### config.mk
export PLATFORM = sky130hd
export DESIGN_NAME = mac_reg_init
export DESIGN_NICKNAME = d
export VERILOG_FILES = /design/src/rtl/mac_reg_pkg.sv /design/src/rtl/mac_reg_rom.sv /design/src/rtl/mac_reg_init.sv
export SDC_FILE = /design/constraint.sdc
export NUM_CORES = 1
export LEC_CHECK = 0
export BUFFER_PORTS_ARGS = -buffer_cell sky130_fd_sc_hd__buf_2
export CORE_ASPECT_RATIO = 0.5
export CORE_MARGIN = 5
export CORE_UTILIZATION = 56
export DETAILED_ROUTE_END_ITERATION = 12
export GPL_TIMING_DRIVEN = 0
export MAX_ROUTING_LAYER = met4
export PLACE_DENSITY = 0.81
export SETUP_SLACK_MARGIN = 0.1
export SYNTH_ARGS = -nofsm -noshare
export SYNTH_HDL_FRONTEND = slang
export SYNTH_HIERARCHICAL = 1
export SYNTH_SLANG_ARGS = --single-unit
### constraint.sdc
create_clock -name clk -period 4 [get_ports clk]
set_input_delay 0.6 -clock clk [delete_from_list [all_inputs] [get_ports clk]]
set_output_delay 0.6 -clock clk [all_outputs]
set_load 0.02 [all_outputs]
### src/rtl/mac_reg_pkg.sv
// rtl/mac_reg_pkg.sv - shared types and register map for the MAC/PCS init sequencer
package mac_reg_pkg;

  typedef enum logic [1:0] {
    OP_WRITE = 2'd0,
    OP_WRVER = 2'd1,
    OP_POLL  = 2'd2
  } op_e;

  localparam logic [7:0] CMD_CFG    = 8'h02;
  localparam logic [7:0] MAC0       = 8'h03;
  localparam logic [7:0] MAC1       = 8'h04;
  localparam logic [7:0] FRM_LEN    = 8'h05;
  localparam logic [7:0] PCS_CTRL   = 8'h80;
  localparam logic [7:0] PCS_IFMODE = 8'h94;

  localparam logic [31:0] TX_ENA    = 32'h0000_0001;
  localparam logic [31:0] RX_ENA    = 32'h0000_0002;
  localparam logic [31:0] PROMIS_EN = 32'h0000_0010;
  localparam logic [31:0] SW_RESET  = 32'h0000_2000;
  localparam logic [31:0] PCS_RESET = 32'h0000_8000;

  // AN enable, full duplex, 1000 Mb/s on top of the PCS reset bit
  localparam logic [31:0] PCS_CTRL_INIT = PCS_RESET | 32'h0000_1140;
  localparam logic [31:0] IFMODE_SGMII  = 32'h0000_0003;

  localparam int NUM_ENTRIES = 9;

  typedef struct packed {
    op_e         op;
    logic [7:0]  addr;
    logic [31:0] data;
    logic [31:0] mask;
  } entry_t;

  typedef enum logic [3:0] {
    S_IDLE, S_LOAD, S_WR, S_GAP, S_RD, S_CHK, S_NEXT, S_DONE, S_ERR
  } state_e;

endpackage

### src/rtl/mac_reg_rom.sv
// rtl/mac_reg_rom.sv - init table lookup with station address and frame length substituted
module mac_reg_rom
  import mac_reg_pkg::*;
#(
  parameter int MAX_FRM = 1518
) (
  input  logic [3:0]  index,
  input  logic [47:0] mac_addr,
  output logic [1:0]  op,
  output logic [7:0]  addr,
  output logic [31:0] data,
  output logic [31:0] mask
);

  entry_t ent;

  always_comb begin
    ent = '{op: OP_WRITE, addr: 8'h00, data: 32'h0, mask: 32'h0};
    unique case (index)
      4'd0: ent = '{op: OP_WRITE, addr: PCS_IFMODE, data: IFMODE_SGMII,  mask: 32'h0};
      4'd1: ent = '{op: OP_WRITE, addr: PCS_CTRL,   data: PCS_CTRL_INIT, mask: 32'h0};
      4'd2: ent = '{op: OP_POLL,  addr: PCS_CTRL,   data: 32'h0,         mask: PCS_RESET};
      4'd3: ent = '{op: OP_WRITE, addr: CMD_CFG,    data: SW_RESET,      mask: 32'h0};
      4'd4: ent = '{op: OP_POLL,  addr: CMD_CFG,    data: 32'h0,         mask: SW_RESET};
      // first octet on the wire lands in the low byte of MAC0
      4'd5: ent = '{op: OP_WRVER, addr: MAC0,
                    data: {mac_addr[23:16], mac_addr[31:24], mac_addr[39:32], mac_addr[47:40]},
                    mask: 32'hFFFF_FFFF};
      4'd6: ent = '{op: OP_WRVER, addr: MAC1,
                    data: {16'h0, mac_addr[7:0], mac_addr[15:8]}, mask: 32'h0000_FFFF};
      4'd7: ent = '{op: OP_WRVER, addr: FRM_LEN, data: 32'(MAX_FRM), mask: 32'h0000_FFFF};
      4'd8: ent = '{op: OP_WRVER, addr: CMD_CFG, data: TX_ENA | RX_ENA | PROMIS_EN,
                    mask: TX_ENA | RX_ENA | PROMIS_EN};
      default: ent = '{op: OP_WRITE, addr: 8'h00, data: 32'h0, mask: 32'h0};
    endcase
  end

  assign op   = ent.op;
  assign addr = ent.addr;
  assign data = ent.data;
  assign mask = ent.mask;

endmodule

### src/rtl/mac_reg_init.sv
// rtl/mac_reg_init.sv - Avalon-MM initiator that walks the MAC/PCS bring-up table
module mac_reg_init
  import mac_reg_pkg::*;
#(
  parameter int TIMEOUT  = 1024,
  parameter int POLL_MAX = 4096,
  parameter int MAX_FRM  = 1518
) (
  input  logic        clk,
  input  logic        reset,
  input  logic        start,
  input  logic [47:0] mac_addr,
  output logic [7:0]  address,
  output logic        write,
  output logic        read,
  output logic [31:0] writedata,
  input  logic [31:0] readdata,
  input  logic        waitrequest,
  output logic        busy,
  output logic        init_done,
  output logic        init_err,
  output logic [3:0]  err_index
);

  localparam int TW = (TIMEOUT > 1) ? $clog2(TIMEOUT) : 1;
  localparam int PW = (POLL_MAX > 1) ? $clog2(POLL_MAX) : 1;
  localparam logic [TW-1:0] WAIT_LAST = TW'(TIMEOUT - 1);
  localparam logic [PW-1:0] POLL_LAST = PW'(POLL_MAX - 1);
  localparam logic [3:0]    LAST_IDX  = 4'(NUM_ENTRIES - 1);

  state_e        state, state_nxt;
  logic [3:0]    index;
  logic [47:0]   mac_q;
  logic [31:0]   rd_q;
  logic [TW-1:0] wait_cnt;
  logic [PW-1:0] poll_cnt;
  logic [1:0]    ent_op;
  logic [7:0]    ent_addr;
  logic [31:0]   ent_data, ent_mask;
  op_e           cur_op;
  logic          idle_like, timeout_hit, poll_ok, ver_ok;

  mac_reg_rom #(.MAX_FRM(MAX_FRM)) u_rom (
    .index    (index),
    .mac_addr (mac_q),
    .op       (ent_op),
    .addr     (ent_addr),
    .data     (ent_data),
    .mask     (ent_mask)
  );

  assign cur_op      = op_e'(ent_op);
  assign idle_like   = (state == S_IDLE) || (state == S_DONE) || (state == S_ERR);
  // compare before increment so the counter never needs to hold TIMEOUT itself
  assign timeout_hit = waitrequest && (wait_cnt == WAIT_LAST);
  assign poll_ok     = (rd_q & ent_mask) == 32'h0;
  assign ver_ok      = (rd_q & ent_mask) == (ent_data & ent_mask);

  always_ff @(posedge clk or negedge reset) begin
    if (!reset) state <= S_IDLE;
    else        state <= state_nxt;
  end

  always_comb begin
    state_nxt = state;
    unique case (state)
      S_IDLE, S_DONE, S_ERR: if (start) state_nxt = S_LOAD;
      S_LOAD: state_nxt = (cur_op == OP_POLL) ? S_RD : S_WR;
      S_WR: begin
        if (timeout_hit)      state_nxt = S_ERR;
        else if (!waitrequest) state_nxt = (cur_op == OP_WRVER) ? S_GAP : S_NEXT;
      end
      S_GAP: state_nxt = S_RD;
      S_RD: begin
        if (timeout_hit)      state_nxt = S_ERR;
        else if (!waitrequest) state_nxt = S_CHK;
      end
      S_CHK: begin
        if (cur_op == OP_POLL) begin
          if (poll_ok)                    state_nxt = S_NEXT;
          else if (poll_cnt == POLL_LAST) state_nxt = S_ERR;
          else                            state_nxt = S_GAP;
        end else begin
          state_nxt = ver_ok ? S_NEXT : S_ERR;
        end
      end
      S_NEXT:  state_nxt = (index == LAST_IDX) ? S_DONE : S_LOAD;
      default: state_nxt = S_IDLE;
    endcase
  end

  always_comb begin
    write     = (state == S_WR);
    read      = (state == S_RD);
    address   = (write || read) ? ent_addr : 8'h00;
    writedata = write ? ent_data : 32'h0;
    busy      = !idle_like;
    init_done = (state == S_DONE);
    init_err  = (state == S_ERR);
  end

  always_ff @(posedge clk or negedge reset) begin
    if (!reset) begin
      index     <= '0;
      mac_q     <= '0;
      rd_q      <= '0;
      wait_cnt  <= '0;
      poll_cnt  <= '0;
      err_index <= '0;
    end else begin
      if (idle_like && start) begin
        index     <= '0;
        mac_q     <= mac_addr;
        err_index <= '0;
      end
      if (state == S_NEXT && index != LAST_IDX) index <= index + 4'd1;
      if (state == S_RD && !waitrequest) rd_q <= readdata;
      if (state == S_WR || state == S_RD) begin
        if (waitrequest) wait_cnt <= wait_cnt + TW'(1);
      end else begin
        wait_cnt <= '0;
      end
      if (state == S_LOAD)
        poll_cnt <= '0;
      else if (state == S_CHK && cur_op == OP_POLL && !poll_ok && poll_cnt != POLL_LAST)
        poll_cnt <= poll_cnt + PW'(1);
      if (state_nxt == S_ERR && state != S_ERR) err_index <= index;
    end
  end

endmodule

==> flow_metrics.py <==
metrics = {
    "sta": {
        "fin_skew_ns": 0.01099,
        "timing.final.crit_period_ns": 3.718,
        "finalSetupTns_ns": 0,
        "grt_setup_unrepaired": "no",
        "relSlewSlack_pct": 40.22,
        "hold_viol_final": 0,
        "worstMarginPinSlew_ns": 0.8873,
        "final-setup-viol-count": 0,
        "final-max-slew-violation-count": 0,
        "timing.fmax_mhz": 269.0,
        "fin_crit_sh_pct": 92.95,
    },
    "grt": {
        "grt_start_max_net_pins": 66,
        "grt-ovfl-total": 0,
        "groute.usage.overall_pct": 28.20,
        "first_global_vias": 5879,
        "global_route_wire_length_before_repair_mm": 30.05,
        "antenna_found_initial": 0,
    },
    "worst_setup_path": {
        "worst-endpoint-required_ns": 4.33,
        "rr_worst_depth": 13,
        "reg2reg_to": "err_index[2]",
        "critical_path_slowest_stage_cell": "sky130_fd_sc_hd__o21ai_0",
        "startpoint_type": "register",
        "critPathTopFamily": "compound AO/OA/AOI/OAI gates",
        "timing.critical_path.arrival_ns": 4.05,
        "worstPathMaxFanout": 10,
        "worstSetupEndpointType": "register",
        "critical-path-max-stage-delay_ns": 0.71,
        "worst-path-buf-inv": 4,
        "critPathKind": "reg -> reg",
        "rr_startpoint": "index[2]",
        "crit_path_cell_trace": "buf_2 > nand2b_1 > buf_2 > o21ai_0 > buf_4 > inv_1 > nand2_1 > o2111ai_1 > nor4_2 > nand2_1 > a31o_2 > nand4b_4 > mux2i_1",
        "reg2reg_setup_slack_ns": 0.28,
    },
    "drt": {
        "drt-total-wl_mm": 19.00,
        "drc": 0,
        "post_drt_wl_per_cell_um": 17.96,
        "route.vias.total": 6025,
        "dr_pass1_iterations": 6,
        "drt_iter0_drc": 717,
        "drtAntennaViolNets": 0,
        "via_per_inst": 5.695,
    },
    "synth": {
        "ys_ff_latch": 114,
        "syn_avg_cell_area_um2": 8.648,
        "synthCells": 751,
        "ys_warn_count": 6,
        "synth-edff-count": 0,
        "yosys.cell_types.count": 61,
        "syn_area_um2": 6495,
        "synthFlopType": "sky130_fd_sc_hd__dfrtp_1",
        "share_of_synthesized_area_occupied_by_flip_flops_and_latches_pct": 43.92,
        "async_flop_share_pct": 100.0,
    },
    "final_layout": {
        "combined_area_of_the_multi_input_logic_cells_um2": 3219,
        "drive_above_1_share_pct": 27.16,
        "area_growth_syn_to_layout_pct": 22.52,
        "ant_diodes": 0,
        "final_nets": 989,
        "fill_cells": 868,
        "ff_latch_area_um2": 2853,
    },
    "cts": {
        "sinks_on_the_clock_net": 114,
        "clk_pin_slew_worst_paths_ns": 0.06,
        "clk_path_buf_depth": 2,
        "htreeDepth": 4,
        "holdBufCountCts": 0,
        "post_cts_buffers": 0,
        "tritoncts_clock_tree": "yes",
        "insertion_delay_to_the_later_sink_of_the_worst_skew_pair_ns": 0.42,
        "cts-buffers-inserted": 17,
        "post_cts_resized": 0,
        "cell_chosen_for_the_clock_root": "sky130_fd_sc_hd__clkbuf_16",
    },
    "placement": {
        "gp_congestion": 0.9613,
        "placement.io_buffers": 128,
        "detailedPlacementHpwl_mm": 14.03,
    },
    "pwr": {
        "power_per_cell_area_nw_per_um2": 653.4,
        "finalPower_w": 0.005199,
        "ir_drop_uv": 268.6,
        "static-leakage-power_nw": 3.965,
    },
    "die": {
        "initial_cell_density_of_the_core_pct": 58.26,
        "rows": 27,
        "design.die.area_um2": 13980,
        "fp.coreArea_um2": 11150,
        "ioPinCount": 133,
        "die_h_um": 86.15,
        "die_w_um": 162.3,
    },
    "run_status": {
        "run_status": "finished, final reports clean",
    },
    "hold_path": {
        "worstHoldPathType": "in -> async",
    },
    "run": {
        "maxCapViolCount": 0,
    },
}
sequential cells by signal, summed over array words and instances (netlist names):
signal and flops:
wait_cnt 10, state 4, mac_q 48, rd_q 32
err_index 4, poll_cnt 12, index 4
area by class of cell:
cell class	count	share of cell area, %
Multi-Input combinational cell	561	40.46
Sequential cell	114	35.85
Timing Repair Buffer	129	8.428
Clock buffer	21	5.786
Buffer	63	4.811
Tap cell	145	2.280
Clock inverter	10	1.682
Inverter	15	0.7075
worst max path at each step:
stage,from,endpoint,slack (ns),cells past startpoint
floorplan,index[0],err_index[0],1.15,13
global placement,index[2],err_index[2],0.54,13
detailed placement,index[2],err_index[2],0.43,13
CTS,index[2],err_index[2],0.33,13
global route,index[2],err_index[2],0.09,13
finish,index[2],err_index[2],0.28,13
where the power goes:
group | switching (W) | leakage, nW | internal, W | total (W)
clock network | 0.000534 | 0.289 | 0.00100 | 0.00154
registers | 0.000360 | 1.45 | 0.00159 | 0.00195
logic | 0.00104 | 2.23 | 0.000676 | 0.00171
total | 0.00193 | 3.96 | 0.00327 | 0.00520
Yosys cell counts (3+ instances only):
cell,number,area (um2)
sky130_fd_sc_hd__mux2i_1,6,60.06
sky130_fd_sc_hd__dfrtp_1,114,2853
sky130_fd_sc_hd__nor3_1,10,50.05
sky130_fd_sc_hd__mux2_2,30,337.8
sky130_fd_sc_hd__xor2_1,20,175.2
sky130_fd_sc_hd__o21ai_0,19,95.09
sky130_fd_sc_hd__a22oi_1,13,97.59
sky130_fd_sc_hd__nand3_1,13,65.06
sky130_fd_sc_hd__nor4_1,5,31.28
sky130_fd_sc_hd__inv_1,15,56.30
sky130_fd_sc_hd__nor2_1,44,165.2
sky130_fd_sc_hd__nor2b_1,14,87.58
sky130_fd_sc_hd__mux2_1,3,33.78
sky130_fd_sc_hd__nand4_1,11,68.82
sky130_fd_sc_hd__clkbuf_1,20,75.07
sky130_fd_sc_hd__o22ai_1,20,125.1
sky130_fd_sc_hd__nand2_1,225,844.6
sky130_fd_sc_hd__xnor2_1,10,87.58
sky130_fd_sc_hd__and3_1,4,25.02
sky130_fd_sc_hd__ha_1,4,50.05
sky130_fd_sc_hd__and2_1,50,312.8
sky130_fd_sc_hd__a21oi_1,14,70.07
sky130_fd_sc_hd__buf_4,32,240.2
sky130_fd_sc_hd__buf_2,9,45.04
kinds of logic after synthesis:
| logic type | synth area share (%) |
|---|---|
| xor+xnor | 4.045 |
| flops | 43.92 |
| fa+ha+maj | 0.7706 |
| simple gates | 29.03 |
| compound gates | 8.766 |
| mux | 6.646 |
| buf+inv | 6.762 |
| other cells | 0.05774 |
stage by stage:
stage | util [%] | cell area [um2] | setup slack, ns | hold WS (ns) | cells
2_1_floorplan | - | 6502 | 1.151 | 0.3044 | 753
3_3_place_gp | 65.70 | 7325 | 0.5358 | 0.4502 | 1026
3_5_place_dp | 65.97 | 7355 | 0.4289 | 0.4573 | 1027
4_1_cts | 71.30 | 7949 | 0.3292 | 0.2341 | 1058
5_1_grt | 71.38 | 7958 | 0.08544 | 0.2768 | 1058
6_report | 71.38 | 7958 | 0.2819 | 0.2153 | 1058
routing by layer:
layer | global-route usage (%) | up-vias | wire, um
li1 | - | 2782 | -
met1 | 37.93 | 2897 | 8242
met2 | 42.81 | 306 | 8721
met3 | 6.961 | 40 | 1651
met4 | 8.058 | 0 | 386
met5 | - | - | 0
placed cells by master (no fill, tap or decap), drive strengths merged, types with 2 or more instances in the layout:
| cell | instances |
|---|---|
| nor2b | 16 |
| or3 | 2 |
| and2 | 50 |
| nor2 | 45 |
| xor2 | 20 |
| and4 | 2 |
| mux2 | 33 |
| inv | 15 |
| dfrtp | 114 |
| nand4 | 11 |
| o22ai | 20 |
| o21a | 2 |
| nand2b | 2 |
| buf | 172 |
| a21oi | 15 |
| nand2 | 227 |
| nand3 | 14 |
| a2111oi | 2 |
| xnor2 | 10 |
| ha | 4 |
| o21ai | 21 |
| nor3 | 11 |
| mux2i | 6 |
| clkbuf | 41 |
| conb | 3 |
| nor4 | 7 |
| a22oi | 13 |
| and3 | 4 |
| clkinv | 5 |
| bufinv | 3 |
| clkinvlp | 2 |
Power figures use the tool's default switching activity.
